[config.mk]
export PLATFORM = sky130hd
export DESIGN_NAME = opb_register_simulink2ppc_latched
export DESIGN_NICKNAME = d
export VERILOG_FILES = /design/src/rtl/opb_reg_pkg.sv /design/src/rtl/opb_slave_ack_fsm.sv /design/src/rtl/opb_register_simulink2ppc_latched.sv
export SDC_FILE = /design/constraint.sdc
export NUM_CORES = 1
export LEC_CHECK = 0
export ABC_AREA = 1
export CAP_MARGIN = 20
export CORE_UTILIZATION = 45
export CTS_CLUSTER_SIZE = 25
export DETAILED_ROUTE_END_ITERATION = 12
export PLACE_DENSITY = 0.8
export SYNTH_ARGS = -nofsm -noshare
export SYNTH_HDL_FRONTEND = slang
export SYNTH_SLANG_ARGS = --single-unit
[constraint.sdc]
create_clock -name OPB_Clk -period 2 [get_ports OPB_Clk]
set_input_delay 0.3 -clock OPB_Clk [delete_from_list [all_inputs] [get_ports OPB_Clk]]
set_output_delay 0.3 -clock OPB_Clk [all_outputs]
set_load 0.01 [all_outputs]
[src/rtl/opb_reg_pkg.sv]
// Shared definitions for the OPB register cores: register offsets within the
// slave window, the slave handshake state encoding, and the overrun counter
// ceiling with its saturating increment.
package opb_reg_pkg;

    localparam logic [7:0] REG_DATA   = 8'h00;
    localparam logic [7:0] REG_STATUS = 8'h04;
    localparam logic [7:0] REG_CTRL   = 8'h08;

    localparam logic [7:0] OVR_MAX    = 8'd255;

    typedef enum logic [1:0] {
        IDLE = 2'd0,
        ACK  = 2'd1,
        HOLD = 2'd2
    } opb_state_e;

    function automatic logic [7:0] sat_inc(input logic [7:0] v);
        return (v == OVR_MAX) ? v : v + 8'd1;
    endfunction

endpackage

[src/rtl/opb_slave_ack_fsm.sv]
// Generic OPB slave handshake: samples the bus every cycle, decodes the address
// window, and sequences IDLE -> ACK (one cycle) -> HOLD (until select drops).
// Ports:
//   clk_i, rst_ni      clock, asynchronous active-low reset
//   select_i, addr_i   OPB select and address (LSB-numbered here)
//   rnw_i, be_i        direction and byte enables (be_i[0] = least-significant byte)
//   wdata_i            OPB write data (LSB-numbered)
//   ack_o              transfer acknowledge, high for the whole ACK state
//   rd_o               one-cycle read strobe on the IDLE->ACK edge
//   wr_o               one-cycle write strobe during the ACK state
//   off_o              byte offset of the sampled address within the window
//   be_o, wdata_o      sampled byte enables and write data for the register file
module opb_slave_ack_fsm
    import opb_reg_pkg::*;
#(
    parameter int unsigned C_AWIDTH   = 32,
    parameter int unsigned C_DWIDTH   = 32,
    parameter int unsigned C_OFFW     = 8,
    parameter logic [31:0] C_BASEADDR = 32'h01094500,
    parameter logic [31:0] C_HIGHADDR = 32'h010945FF
) (
    input  logic                    clk_i,
    input  logic                    rst_ni,
    input  logic                    select_i,
    input  logic [C_AWIDTH-1:0]     addr_i,
    input  logic                    rnw_i,
    input  logic [C_DWIDTH/8-1:0]   be_i,
    input  logic [C_DWIDTH-1:0]     wdata_i,
    output logic                    ack_o,
    output logic                    rd_o,
    output logic                    wr_o,
    output logic [C_OFFW-1:0]       off_o,
    output logic [C_DWIDTH/8-1:0]   be_o,
    output logic [C_DWIDTH-1:0]     wdata_o
);

    opb_state_e                state_q, state_d;
    logic                      sel_q;
    logic [C_AWIDTH-1:0]       addr_q;
    logic                      rnw_q;
    logic [C_DWIDTH/8-1:0]     be_q;
    logic [C_DWIDTH-1:0]       wdata_q;
    logic                      hit;

    // Bus inputs are registered first, so the hit decision is made one edge
    // after select is sampled; the master holds address/data until the ack,
    // so the sampled copies are still valid during the ACK state.
    always_ff @(posedge clk_i or negedge rst_ni) begin
        if (!rst_ni) begin
            state_q <= IDLE;
            sel_q   <= 1'b0;
            addr_q  <= '0;
            rnw_q   <= 1'b0;
            be_q    <= '0;
            wdata_q <= '0;
        end else begin
            state_q <= state_d;
            sel_q   <= select_i;
            addr_q  <= addr_i;
            rnw_q   <= rnw_i;
            be_q    <= be_i;
            wdata_q <= wdata_i;
        end
    end

    assign hit = sel_q && (addr_q >= C_BASEADDR) && (addr_q <= C_HIGHADDR);

    always_comb begin
        state_d = state_q;
        case (state_q)
            IDLE:    if (hit) state_d = ACK;
            ACK:     state_d = HOLD;
            HOLD:    if (!sel_q) state_d = IDLE;
            default: state_d = IDLE;
        endcase
    end

    assign ack_o   = (state_q == ACK);
    assign rd_o    = (state_q == IDLE) && hit && rnw_q;
    assign wr_o    = (state_q == ACK) && !rnw_q;
    // Low bits of (addr - base) equal the difference of the low bits.
    assign off_o   = addr_q[C_OFFW-1:0] - C_BASEADDR[C_OFFW-1:0];
    assign be_o    = be_q;
    assign wdata_o = wdata_q;

endmodule

[src/rtl/opb_register_simulink2ppc_latched.sv]
// OPB slave register carrying samples from fabric to the PowerPC. Fabric logic
// captures user_data_in into a shadow register on user_valid; software reads it
// over OPB, with an unread flag, a saturating overrun count and a freeze control.
// Ports:
//   OPB_Clk, OPB_Rst_n           clock, asynchronous active-low reset
//   OPB_ABus/BE/DBus/RNW/select  OPB master request (MSB-numbered buses)
//   OPB_seqAddr                  unused
//   Sl_DBus, Sl_xferAck          read data (zero outside the ack) and acknowledge
//   Sl_errAck/retry/toutSup      tied low
//   user_data_in, user_valid     fabric sample and capture strobe
//   user_unread, user_frozen     unread flag and freeze state
// Map: 0x00 DATA (RO), 0x04 STATUS (unread bit0, overrun [15:8]),
//      0x08 CTRL (bit0 freeze R/W, bit1 clear-overrun write pulse).
module opb_register_simulink2ppc_latched
    import opb_reg_pkg::*;
#(
    parameter logic [31:0] C_BASEADDR   = 32'h01094500,
    parameter logic [31:0] C_HIGHADDR   = 32'h010945FF,
    parameter int unsigned C_OPB_AWIDTH = 32,
    parameter int unsigned C_OPB_DWIDTH = 32,
    parameter string       C_FAMILY     = "virtex5"
) (
    input  logic                      OPB_Clk,
    input  logic                      OPB_Rst_n,
    input  logic [0:C_OPB_AWIDTH-1]   OPB_ABus,
    input  logic [0:C_OPB_DWIDTH/8-1] OPB_BE,
    input  logic [0:C_OPB_DWIDTH-1]   OPB_DBus,
    input  logic                      OPB_RNW,
    input  logic                      OPB_select,
    input  logic                      OPB_seqAddr,
    output logic [0:C_OPB_DWIDTH-1]   Sl_DBus,
    output logic                      Sl_xferAck,
    output logic                      Sl_errAck,
    output logic                      Sl_retry,
    output logic                      Sl_toutSup,
    input  logic [31:0]               user_data_in,
    input  logic                      user_valid,
    output logic                      user_unread,
    output logic                      user_frozen
);

    logic [C_OPB_AWIDTH-1:0]   abus;
    logic [C_OPB_DWIDTH/8-1:0] be;
    logic [C_OPB_DWIDTH-1:0]   dbus;

    logic                      rd, wr;
    logic [7:0]                off;
    logic [7:0]                off_word;
    logic [C_OPB_DWIDTH/8-1:0] wr_be;
    logic [C_OPB_DWIDTH-1:0]   wr_data;

    logic [31:0]               shadow_q, shadow_d;
    logic                      unread_q, unread_d;
    logic [7:0]                ovr_q, ovr_d;
    logic                      freeze_q, freeze_d;
    logic [C_OPB_DWIDTH-1:0]   rdata_q, rdata_d;

    logic                      consume;
    logic                      ctrl_wr;
    logic                      unused_bits;

    // Whole-vector assignment maps MSB-numbered bit 0 onto bit W-1.
    assign abus = OPB_ABus;
    assign be   = OPB_BE;
    assign dbus = OPB_DBus;

    opb_slave_ack_fsm #(
        .C_AWIDTH   (C_OPB_AWIDTH),
        .C_DWIDTH   (C_OPB_DWIDTH),
        .C_OFFW     (8),
        .C_BASEADDR (C_BASEADDR),
        .C_HIGHADDR (C_HIGHADDR)
    ) u_fsm (
        .clk_i    (OPB_Clk),
        .rst_ni   (OPB_Rst_n),
        .select_i (OPB_select),
        .addr_i   (abus),
        .rnw_i    (OPB_RNW),
        .be_i     (be),
        .wdata_i  (dbus),
        .ack_o    (Sl_xferAck),
        .rd_o     (rd),
        .wr_o     (wr),
        .off_o    (off),
        .be_o     (wr_be),
        .wdata_o  (wr_data)
    );

    assign off_word = {off[7:2], 2'b00};
    assign consume  = rd && (off_word == REG_DATA);
    assign ctrl_wr  = wr && (off_word == REG_CTRL) && wr_be[0];

    always_comb begin
        shadow_d = shadow_q;
        unread_d = unread_q;
        ovr_d    = ovr_q;
        freeze_d = freeze_q;
        rdata_d  = '0;

        if (rd) begin
            case (off_word)
                REG_DATA:   rdata_d = C_OPB_DWIDTH'(shadow_q);
                REG_STATUS: rdata_d = C_OPB_DWIDTH'({16'h0, ovr_q, 7'h0, unread_q});
                REG_CTRL:   rdata_d = C_OPB_DWIDTH'(freeze_q);
                default:    rdata_d = '0;
            endcase
        end

        if (consume) begin
            unread_d = 1'b0;
        end

        // A capture on the consume edge re-arms unread and is not an overrun;
        // the read still returns the old shadow value selected above.
        if (user_valid && !freeze_q) begin
            shadow_d = user_data_in;
            unread_d = 1'b1;
            if (unread_q && !consume) begin
                ovr_d = sat_inc(ovr_q);
            end
        end

        // Placed last so a clear beats a coincident overrun increment.
        if (ctrl_wr) begin
            freeze_d = wr_data[0];
            if (wr_data[1]) begin
                ovr_d = '0;
            end
        end
    end

    always_ff @(posedge OPB_Clk or negedge OPB_Rst_n) begin
        if (!OPB_Rst_n) begin
            shadow_q <= '0;
            unread_q <= 1'b0;
            ovr_q    <= '0;
            freeze_q <= 1'b0;
            rdata_q  <= '0;
        end else begin
            shadow_q <= shadow_d;
            unread_q <= unread_d;
            ovr_q    <= ovr_d;
            freeze_q <= freeze_d;
            rdata_q  <= rdata_d;
        end
    end

    assign Sl_DBus     = rdata_q;
    assign Sl_errAck   = 1'b0;
    assign Sl_retry    = 1'b0;
    assign Sl_toutSup  = 1'b0;
    assign user_unread = unread_q;
    assign user_frozen = freeze_q;

    assign unused_bits = ^{OPB_seqAddr, off[1:0], wr_be[C_OPB_DWIDTH/8-1:1],
                           wr_data[C_OPB_DWIDTH-1:2]};

endmodule

Word level (Yosys, flattened, before mapping) --
Index checks and enable logic that the tools add are counted.
Word-level totals: flip-flop bits (word level) 113, input port bits 106, output and inout port bits 38
Operators by class: add/subtract/negate cells 1, $lt $le $gt $ge 2, eq/ne operators 7, muxes and demuxes 12, reduce and logical (&&, ||, !) cells 17
Operator list (count):
- 32-bit case mux with 3 select lines | 1
- 8-bit 2-to-1 mux | 5
- 32-bit by 25-bit >= comparator with 1-bit output, second input constant | 1
- 32-bit by 25-bit less-or-equal comparator with 1-bit output, second input constant | 1
- 32-bit 2-to-1 mux | 1
- 1-bit logical AND | 10
- 8-bit by 1-bit adder with 8-bit output, second input constant | 1
- 8-bit == test, second input constant | 1
- 8-bit logical NOT | 1
- 6-bit by 1-bit == test with 1-bit output, second input constant | 1
- 6-bit by 2-bit == test with 1-bit output, second input constant | 1
- 2-bit case mux with 3 select lines | 1
- 2-bit 2-to-1 mux | 2
- 1-bit logical NOT | 3
- 2-bit by 1-bit == test with 1-bit output, second input constant | 1
- 2-bit == test, second input constant | 1
- 2-bit logical NOT | 1
- 1-bit 2-to-1 mux | 2
- 2-bit by 1-bit inequality test with 1-bit output, second input constant | 1
- 2-bit inequality test, second input constant | 1
- 2-bit AND reduction | 1
- 2-bit nonzero test | 1

Logic depth before layout (Yosys ltp) --
Gate-level depths: netlist (run 1).
depth after elaboration 12, gate-level depth with buffers 13, depth with buffers taken out 13

By module --
A second synthesis (run 1) with hierarchy kept.
Unflattened totals: cell total of the unflattened synthesis 457, area total of the unflattened synthesis 5092.4 um^2
Modules (own cells, without submodules):
- opb_register_simulink2ppc_latched | times used 1, cells each 318, area an instance 2996.6 um^2
- opb_slave_ack_fsm | times used 1, cells each 139, area an instance 2095.8 um^2

Worst setup path after synthesis (run 1) --
OpenSTA, ideal clock, no wires.
path kind flip-flop to flip-flop, start register ovr_q[0], end register ovr_q[3], data arrival time 1.355 ns, path slack 0.525 ns, cell stages (with the launch flop) 8, buffers on the path 0, period minus slack after synthesis 1.475 ns, cells stage by stage dfrtp_1 > ha_1 > nand2_1 > nor2_1 > a31oi_1 > nand4_1 > o21ai_0 > nor2_1
On the way: longest elaborated chain between the ends 6
Ends and longest elaborated chain:
- from (decl) | RTL line opb_register_simulink2ppc_latched.sv:54 | logic [7:0] ovr_q, ovr_d;
- from (signal assigned) | RTL line opb_register_simulink2ppc_latched.sv:142 | ovr_q <= ovr_d;
- 8-bit by 1-bit adder with 8-bit output or 8-bit == test (tied branches) | RTL line opb_reg_pkg.sv:19 | return (v == OVR_MAX) ? v : v + 8'd1;
- 8-bit 2-to-1 mux (*) | RTL line opb_reg_pkg.sv:19
- 8-bit 2-to-1 mux (*) | RTL line opb_register_simulink2ppc_latched.sv:118 | if (unread_q && !consume) begin
- 8-bit 2-to-1 mux (*) | RTL line opb_register_simulink2ppc_latched.sv:115 | if (user_valid && !freeze_q) begin
- 8-bit 2-to-1 mux | RTL line opb_register_simulink2ppc_latched.sv:126 | if (wr_data[1]) begin
- 8-bit 2-to-1 mux (*) | RTL line opb_register_simulink2ppc_latched.sv:124 | if (ctrl_wr) begin
- named net ovr_d[3] | RTL line opb_register_simulink2ppc_latched.sv:54
Mark *: on every way through the listed nets, which the timed path passes. The rest lies on a longest branch. A chain may end at the register's enable or synchronous reset.

Worst setup path after layout (run 1) --
start register unread_q, in the netlist user_unread, end output port user_unread
RTL lines:
- from (decl) | RTL line opb_register_simulink2ppc_latched.sv:53 | logic unread_q, unread_d;
- from (signal assigned) | RTL line opb_register_simulink2ppc_latched.sv:141 | unread_q <= unread_d;
- to (decl) | RTL line opb_register_simulink2ppc_latched.sv:38 | output logic user_unread,
No word-level cell between the ends.

==> results.sh, run 1 <==
export IMPL_status="finished with violations"
export IMPL_violations="design-rule violations"
export IMPL_fin_crit_sh_pct=94.3
export IMPL_p_leak_uw=0.00293
export IMPL_synth_top_area_share_pct=68.7
export IMPL_hp_start="OPB_ABus[10]"
export IMPL_synthAdderAreaFrac_pct=0.304
export IMPL_cp_arrival_ps=1590
export IMPL_die_w_um=97.7
export IMPL_fmax_ghz=0.530
export IMPL_synthMuxAreaShare_pct=0.273
export IMPL_fin_util_pct=68.1
export IMPL_synth_top_cells_by_area="dfrtp_1 (69%), nor2_1 (8.4%), inv_1 (5.7%)"
export IMPL_wirelength_um=8420
export IMPL_drt_pass1_iterations=8
export IMPL_viasPerCell=4.67
export IMPL_grt_pass1_wl_um=14300
export IMPL_die_height_um=97.7
export IMPL_place_congestion=0.774
export IMPL_cp_max_fo=7
export IMPL_layout_common_cells="dfrtp_1 (113), clkdlybuf4s50_1 (105), nor2_1 (92)"
export IMPL_cts_sinks=113
export IMPL_core_um2=8810
export IMPL_end_kind="output pin"
export IMPL_ys_types=31
export IMPL_post_drt_wl_per_cell_um=13.2
export IMPL_internal_power_uw=4930
export IMPL_area_delta_synth_final_pct=45.6
export IMPL_drt_iter0_markers=149
export IMPL_synth_top_family_by_area="simple AND/OR/NAND/NOR gates"
export IMPL_p_sw_share_pct=22.5
export IMPL_path_class="reg -> out"
export IMPL_min_path_type="in -> reg"
export IMPL_start_util_pct=46.8
export IMPL_power_switching_uw=1430
export IMPL_yosysWarningCount=0
export IMPL_clockBufferDepth=2
export IMPL_slowest_delay_ps=620
export IMPL_num_fill_cells=670
export IMPL_mostFrequentLayoutCell="dfrtp_1"
export IMPL_grt_usage_pct=19.4
export IMPL_fin_setup_tns_ps=0
export IMPL_grt_overflow=0
export IMPL_maxCapViolCount=0
export IMPL_cp_start_kind="flop"
export IMPL_rows=34
export IMPL_cp_cell_sequence="clkdlybuf4s50_1"
export IMPL_synth_area_um2=4120
export IMPL_setup_viol=0
export IMPL_yosysSeqAreaShare_pct=68.7
export IMPL_insertion_delay_ps=500
export IMPL_hold_viol=0
export IMPL_port_buffers=106
export IMPL_ios=144
export IMPL_rsz0062_at_grt="no"
export IMPL_cts_inserted_buffers=17
export IMPL_layout_drive_gt1_share_pct=11.0
export IMPL_dieArea_um2=9540
export IMPL_critPathBufInv=1
export IMPL_critPathRequiredTime_ps=1700
export IMPL_antenna_found_initial=0
export IMPL_grt_start_max_net_pins=50
export IMPL_ys_ff_latch=113
export IMPL_synth_top_area_cell="dfrtp_1"
export IMPL_grt_pass1_vias=3148
export IMPL_cts_tree="done"
export IMPL_timing_slew_headroom_pct=65.3
export IMPL_clk_pin_slew_worst_paths_ps=60
export IMPL_vias=2971
export IMPL_synth_avg_cell_area_um2=10.5
export IMPL_timing_rr_start="u_fsm.addr_q[11]$_DFF_PN0_"
export IMPL_startpoint="user_unread$_DFFE_PN0P_"
export IMPL_synth_xor_xnor_area_share_pct=0.213
export IMPL_synth_cells=394
export IMPL_fin_skew_ps=11.4
export IMPL_powerDensity_nw_per_um2=1060
export IMPL_combPwrFrac_pct=9.2
export IMPL_crit_path_top_delay_cell="clkdlybuf4s50_1"
export IMPL_htreeDepth=4
export IMPL_post_dp_hpwl_um=5870
export IMPL_drc=10
export IMPL_ir_drop_uv=654
export IMPL_final_nets=622
export IMPL_synth_simple_area_share_pct=14.9
export IMPL_worstMarginPinSlew_ps=521
export IMPL_n_antenna_cell=0
export IMPL_drv_slew=0
export IMPL_ant_nets=0
export IMPL_cts_root_buf="clkbuf_8"
export IMPL_synth_compound_area_share_pct=8.08
export IMPL_min_period_ps=1890
export IMPL_seqPwrFrac_pct=39.9
export IMPL_pwr_share_clk_pct=50.9
export IMPL_crit_family="buffers and inverters"
## layout make-up
type                    instances  area, um2  share of cell area (%)
clock buffers                  19        442                    7.37
clock inverters                13        208                    3.46
inverters                      63        236                    3.94
multi-input cells             206       1000                    16.7
flip-flops and latches        113       2830                    47.2
well taps                     108        135                    2.25
repair buffers                114       1150                    19.1
## Yosys cell counts, drive strengths merged
library cell / count
a31oi: 1
o22ai: 9
a21oi: 35
clkbuf: 8
nand3: 8
nor3: 2
xor2: 1
o21bai: 1
a211oi: 1
or2: 1
inv: 63
mux2: 1
and2: 1
nand4: 6
buf: 6
conb: 1
nand2: 34
dfrtp: 113
o21ai: 6
ha: 1
nor2: 95
## worst paths after layout
kind | to | slack [ps] | depth (start not counted)
setup / recovery | user_unread | 110 | 1
hold / removal | u_fsm.addr_q[21]$_DFF_PN0_ | 240 | 1
setup reg to reg | Sl_DBus[17]$_DFF_PN0_ | 170 | 9
hold reg to reg | Sl_DBus[6]$_DFF_PN0_ | 490 | 2
max in group asynchronous | u_fsm.addr_q[11]$_DFF_PN0_ | 1060 | 3
min in group asynchronous | u_fsm.addr_q[4]$_DFF_PN0_ | 340 | 2
## stage by stage
| step | power, uW | instance area [um2] | setup slack [ps] | hold slack (ps) | instances |
|---|---|---|---|---|---|
| floorplan | 2880 | 4130 | 525 | 4.41 | 396 |
| global placement | 3130 | 5330 | 217 | 305 | 603 |
| detailed placement | 3160 | 5330 | 170 | 312 | 603 |
| CTS | 6420 | 5990 | 82.4 | 219 | 636 |
| global route | 6630 | 6000 | 18.5 | 219 | 636 |
| finish | 6370 | 6000 | 115 | 241 | 636 |
## registers in the layout, indices dropped and copies added (netlist names)
signal         flops
Sl_DBus           32
ovr_q              8
shadow_q          32
u_fsm.addr_q      32
u_fsm.be_o         1
u_fsm.rnw_q        1
u_fsm.sel_q        1
u_fsm.state_q      2
u_fsm.wdata_o      2
user_frozen        1
user_unread        1
## routing by layer
layer / up-vias / global-route usage [%] / wire [um]
met5: - / 0 / 0
met2: 87 / 34.9 / 4540
met1: 1423 / 21.8 / 3400
met3: 13 / 4.68 / 342
met4: 0 / 8.62 / 134
li1: 1448 / - / -
## power groups by stage
stage                     combinational (uW)  sequential, uW  clock [uW]
final                                    587            2540        3240
after global routing                     677            2560        3400
after CTS                                594            2540        3290
after detailed placement                 589            2580           0
after global placement                   560            2570           0
after floorplan                          326            2550           0
## cells by family (layout without fill, tap and decap cells)
family                     Yosys count  after routing
xor gates and xnor gates             1              1
muxes                                1              1
AOI/OAI and AO/OA                   53             53
adders and majority gates            1              1
other                                1              3
DFF                                113            113
and+or+nand+nor                    147            147
buffers and inverters               77            209
## repair_timing
| item | CTS | global route |
|---|---|---|
| endpoints found under the setup margin | 0 | 1 |
| hold buffers | 1 | 0 |
| hold endpoints to repair | 37 | 0 |
| buffers inserted | 0 | 0 |
| resized for setup | 0 | 2 |
Power figures use the tool's default switching activity.
==> inputs of run 2 (changes only) <==
--- a/config.mk
+++ b/config.mk
@@ -7,6 +7,7 @@
 export LEC_CHECK = 0
 export ABC_AREA = 1
 export CAP_MARGIN = 20
+export CORE_ASPECT_RATIO = 1.5
 export CORE_UTILIZATION = 45
 export CTS_CLUSTER_SIZE = 25
 export DETAILED_ROUTE_END_ITERATION = 12
==> run 2 against run 1 <==
The flow now finishes without violations. Clock skew is 6.2 ps lower. Global-route usage increased by 0.93 points. Non-clock buffer count did not move. Flip-flop and latch count stayed put. Count of clock-buffer cells in the layout rose by 8. Routed wire length increased by 0.63%. Fmax is 5.1% higher. Worst setup slack improved by 92 ps. Critical path type unchanged. Largest power group unchanged.
==> results.sh, run 2 (synthesized netlist as in run 1, its figures left out) <==
export IMPL_min_period_ps=1790
export IMPL_powerDensity_nw_per_um2=986
export IMPL_num_fill_cells=673
export IMPL_grt_start_max_net_pins=66
export IMPL_post_dp_hpwl_um=5930
export IMPL_core_um2=8830
export IMPL_cts_setup_buffers=0
export IMPL_drt_iter0_markers=153
export IMPL_path_class="reg -> out"
export IMPL_drv_slew=0
export IMPL_grt_pass1_vias=3168
export IMPL_grt_usage_pct=20.3
export IMPL_fin_skew_ps=5.15
export IMPL_critPathRequiredTime_ps=1700
export IMPL_mostFrequentLayoutCell="dfrtp_1"
export IMPL_dieArea_um2=9550
export IMPL_fin_cells=638
export IMPL_setup_viol=0
export IMPL_final_nets=622
export IMPL_post_drt_wl_per_cell_um=13.3
export IMPL_timing_slew_headroom_pct=66.4
export IMPL_ios=144
export IMPL_rsz0062_at_grt="no"
export IMPL_wirelength_um=8480
export IMPL_place_congestion=0.837
export IMPL_crit_family="buffers and inverters"
export IMPL_maxCapViolCount=0
export IMPL_drt_pass1_iterations=4
export IMPL_port_buffers=106
export IMPL_end_kind="output pin"
export IMPL_cp_arrival_ps=1490
export IMPL_wl_met1_um=3100
export IMPL_insertion_delay_ps=400
export IMPL_cp_max_fo=5
export IMPL_clockBufferDepth=2
export IMPL_met2_length_um=4820
export IMPL_area_delta_synth_final_pct=43.0
export IMPL_cp_cell_sequence="nor2_1 -> clkdlybuf4s50_1"
export IMPL_layout_drive_gt1_share_pct=10.0
export IMPL_cp_start_kind="flop"
export IMPL_grt_pass1_wl_um=14200
export IMPL_vias=2972
export IMPL_fmax_ghz=0.558
export IMPL_cts_resized_gates=0
export IMPL_seqCellArea_um2=2830
export IMPL_viasPerCell=4.66
export IMPL_fin_crit_sh_pct=89.7
export IMPL_htreeDepth=4
export IMPL_ant_nets=0
export IMPL_n_antenna_cell=0
export IMPL_slowest_delay_ps=560
export IMPL_wl_met3_um=357
export IMPL_whs_ps=332
export IMPL_rows=42
export IMPL_min_path_type="in -> reg"
export IMPL_status="finished, final reports clean"
export IMPL_fin_setup_tns_ps=0
export IMPL_die_w_um=80.1
export IMPL_route_top_layer_used="met4"
export IMPL_start_util_pct=46.7
export IMPL_grt_overflow=0
export IMPL_die_height_um=119
export IMPL_fin_util_pct=66.7
export IMPL_hold_viol=0
export IMPL_crit_path_top_delay_cell="clkdlybuf4s50_1"
export IMPL_clk_pin_slew_worst_paths_ps=50
export IMPL_multi_input_area_um2=992
export IMPL_critPathBufInv=1
export IMPL_drc=0
export IMPL_cts_sinks=113
export IMPL_worstMarginPinSlew_ps=504
export IMPL_p_leak_uw=0.00289
export IMPL_layout_common_cells="dfrtp_1 (113), clkdlybuf4s50_1 (105), nor2_1 (92)"
export IMPL_dp_cells=605
export IMPL_ir_drop_uv=792
export IMPL_cts_inserted_buffers=17
export IMPL_ctsHoldBuffers=1
export IMPL_antenna_found_initial=0
export IMPL_cts_root_buf="clkbuf_16"
export IMPL_cts_tree="done"
-- run 2: where the power goes --
part / switching (uW) / internal [uW]
Sequential: 82.1 / 2460
Clock: 920 / 1760
Combinational: 320 / 265
-- run 2: worst paths after layout --
path	cells after the start	slack, ps	to	startpoint
worst max register to register	9	220	Sl_DBus[16]$_DFF_PN0_	u_fsm.addr_q[13]$_DFF_PN0_
max in group asynchronous	3	910	u_fsm.addr_q[3]$_DFF_PN0_	OPB_Rst_n
worst max-delay path	2	210	Sl_xferAck	u_fsm.state_q[1]$_DFFE_PN0P_
worst min-delay path	1	330	u_fsm.addr_q[28]$_DFF_PN0_	OPB_ABus[3]
worst min register to register	2	490	Sl_DBus[1]$_DFF_PN0_	shadow_q[30]$_DFFE_PN0P_
min in group asynchronous	2	410	u_fsm.addr_q[24]$_DFF_PN0_	OPB_Rst_n
-- run 2: worst register-to-register path, delay by kind of cell, from the launching register on --
kind	cells	cell delay [ps]
AOI/OAI and AO/OA	1	170
buffers and inverters	1	60
DFF	1	360
and+or+nand+nor	7	1100
-- run 2: routing by layer --
metal / vias up / GRT usage, %
li1: 1448 / -
met1: 1435 / 21.3
met2: 76 / 35.7
met3: 13 / 5.67
met4: 0 / 11.3
met5: - / 0
-- run 2: cell type report --
class                           count  share of cell area, %
Clock buffer                       27                   8.88
Clock inverter                      5                  0.425
Inverter                           63                   4.02
Multi-Input combinational cell    206                   16.9
Sequential cell                   113                   48.0
Tap cell                          110                   2.34
Timing Repair Buffer              114                   19.5
-- run 2: per-stage QoR --
stage / area (um2) / worst slack (ps) / power, uW
final: 5890 / 207 / 5810
after global routing: 5890 / 39.7 / 6100
after CTS: 5890 / 184 / 5870
after detailed placement: 5330 / 223 / 3160
after global placement: 5330 / 213 / 3130
after floorplan: 4130 / 525 / 2880
==> inputs of run 3 (changes only) <==
--- a/config.mk
+++ b/config.mk
@@ -8,10 +8,9 @@
 export ABC_AREA = 1
 export CAP_MARGIN = 20
 export CORE_ASPECT_RATIO = 1.5
-export CORE_UTILIZATION = 45
+export CORE_UTILIZATION = 35
 export CTS_CLUSTER_SIZE = 25
 export DETAILED_ROUTE_END_ITERATION = 12
-export PLACE_DENSITY = 0.8
 export SYNTH_ARGS = -nofsm -noshare
 export SYNTH_HDL_FRONTEND = slang
 export SYNTH_SLANG_ARGS = --single-unit
==> run 3 against run 2 <==
The flow now finishes with violations (negative hold slack). Sequential share of layout area decreased by 0.52 points. Die area up 28%. Clock power increased by 10%. Global-route usage shrank 4.9 points. Fmax decreased by 0.37%. Critical endpoint is now user_unread. Largest cell class unchanged.
==> results.sh, run 3 (synthesized netlist as in run 1, its figures left out) <==
export IMPL_status="finished with violations"
export IMPL_violations="negative hold slack"
export IMPL_p_leak_uw=0.00288
export IMPL_drv_slew=0
export IMPL_cts_root_buf="clkbuf_16"
export IMPL_final_nets=619
export IMPL_end_kind="output pin"
export IMPL_dieArea_um2=12200
export IMPL_ir_drop_uv=578
export IMPL_powerDensity_nw_per_um2=1020
export IMPL_total_power_uw=6060
export IMPL_crit_family="buffers and inverters"
export IMPL_layout_drive_gt1_share_pct=9.90
export IMPL_rsz0062_at_grt="no"
export IMPL_path_class="reg -> out"
export IMPL_cts_tree="done"
export IMPL_drt_iter0_markers=66
export IMPL_fin_crit_sh_pct=90.0
export IMPL_place_congestion=0.751
export IMPL_ant_nets=0
export IMPL_ios=144
export IMPL_area_delta_synth_final_pct=44.5
export IMPL_n_antenna_cell=0
export IMPL_grt_pass1_wl_um=14200
export IMPL_htreeDepth=4
export IMPL_drc=0
export IMPL_num_fill_cells=1044
export IMPL_cp_max_fo=7
export IMPL_viasPerCell=4.31
export IMPL_fmax_ghz=0.556
export IMPL_cp_cell_sequence="clkdlybuf4s50_1"
export IMPL_cts_setup_buffers=0
export IMPL_grt_usage_pct=15.4
export IMPL_grt_start_max_net_pins=114
export IMPL_maxCapViolCount=0
export IMPL_reg2reg_slack_ps=220
export IMPL_wirelength_um=8480
export IMPL_hold_viol=41
export IMPL_layout_common_cells="dfrtp_1 (113), clkdlybuf4s50_1 (105), nor2_1 (92)"
export IMPL_rows=48
export IMPL_core_um2=11500
export IMPL_cts_inserted_buffers=17
export IMPL_cp_start_kind="flop"
export IMPL_cts_resized_gates=0
export IMPL_cp_arrival_ps=1500
export IMPL_whs_ps=-60.4
export IMPL_antenna_found_initial=0
export IMPL_vias=2912
export IMPL_setup_viol=0
export IMPL_clockBufferDepth=2
export IMPL_drt_pass1_iterations=6
export IMPL_timing_slew_headroom_pct=60.2
export IMPL_min_period_ps=1800
export IMPL_insertion_delay_ps=400
export IMPL_critPathRequiredTime_ps=1700
export IMPL_fin_ws_ps=200
export IMPL_fin_skew_ps=6.35
export IMPL_worstMarginPinSlew_ps=597
export IMPL_place_area_um2=5370
export IMPL_mostFrequentLayoutCell="dfrtp_1"
export IMPL_stdcell_area_um2=5950
export IMPL_clk_pin_slew_worst_paths_ps=50
export IMPL_grt_overflow=0
export IMPL_port_buffers=106
export IMPL_slowest_delay_ps=600
export IMPL_timing_rr_start="u_fsm.addr_q[18]$_DFF_PN0_"
export IMPL_post_dp_hpwl_um=5950
export IMPL_ctsHoldBuffers=0
export IMPL_fin_cells=675
export IMPL_post_drt_wl_per_cell_um=12.6
export IMPL_min_path_type="in -> async"
export IMPL_crit_path_top_delay_cell="clkdlybuf4s50_1"
export IMPL_reg2reg_to="Sl_DBus[17]$_DFF_PN0_"
export IMPL_dp_cells=643
export IMPL_grt_pass1_vias=3044
export IMPL_cts_sinks=113
export IMPL_start_util_pct=35.9
export IMPL_die_w_um=90.6
export IMPL_preCtsSetupSlack_ps=194
export IMPL_die_height_um=135
export IMPL_fin_setup_tns_ps=0
export IMPL_critPathBufInv=1
export IMPL_startpoint="user_unread$_DFFE_PN0P_"
export IMPL_reg2reg_depth=9
==> run 3: cell types whose count changed in the layout (fill, tap and decap cells not counted), sizes merged <==
cell         change
clkbuf           -6
buf              -2
clkinvlp         +3
bufinv           +3
dlygate4sd3      -1
==> run 3: power breakdown <==
group / internal, uW / switching [uW] / total, uW
Clock: 1970 / 979 / 2950
Sequential: 2460 / 83.9 / 2540
Combinational: 261 / 309 / 570
==> run 3: cell type report <==
cell class / instances / area, um2 / share of cell area [%]
clock buffers: 21 / 450 / 7.57
clock inverters: 11 / 138 / 2.31
inverters: 63 / 236 / 3.97
multi-input cells: 206 / 992 / 16.7
flip-flops and latches: 113 / 2830 / 47.5
well taps: 150 / 188 / 3.15
repair buffers: 111 / 1120 / 18.8
==> run 3: worst max path at each step <==
stage	to	slack (ps)	cells after the start
finish	user_unread	200	1
global route	ovr_q[5]$_DFF_PN0_	6	10
floorplan	ovr_q[3]$_DFF_PN0_	530	7
detailed placement	ovr_q[3]$_DFF_PN0_	190	6
global placement	ovr_q[3]$_DFF_PN0_	210	6
CTS	Sl_DBus[23]$_DFF_PN0_	180	9
==> run 3: routing by layer <==
metal,GRT usage (%),routed length [um],up-vias
met5,0,0,-
met4,9.50,276,0
met3,4.84,356,18
met2,27.3,4670,69
met1,15.8,3180,1377
li1,-,-,1448
==> run 3: worst reg2reg max path: cells and delay by family, from the launching register on <==
kind	cells	cell delay, ps
simple gates	8	1140
compound gates	1	190
flops	1	360
==> run 3: stage by stage <==
stage / hold slack [ps] / util (%)
global placement: 423 / 46.8
global route: 9.83 / 51.9
floorplan: 4.41 / -
finish: -60.4 / 51.9
detailed placement: 433 / 46.8
CTS: 6.50 / 51.9
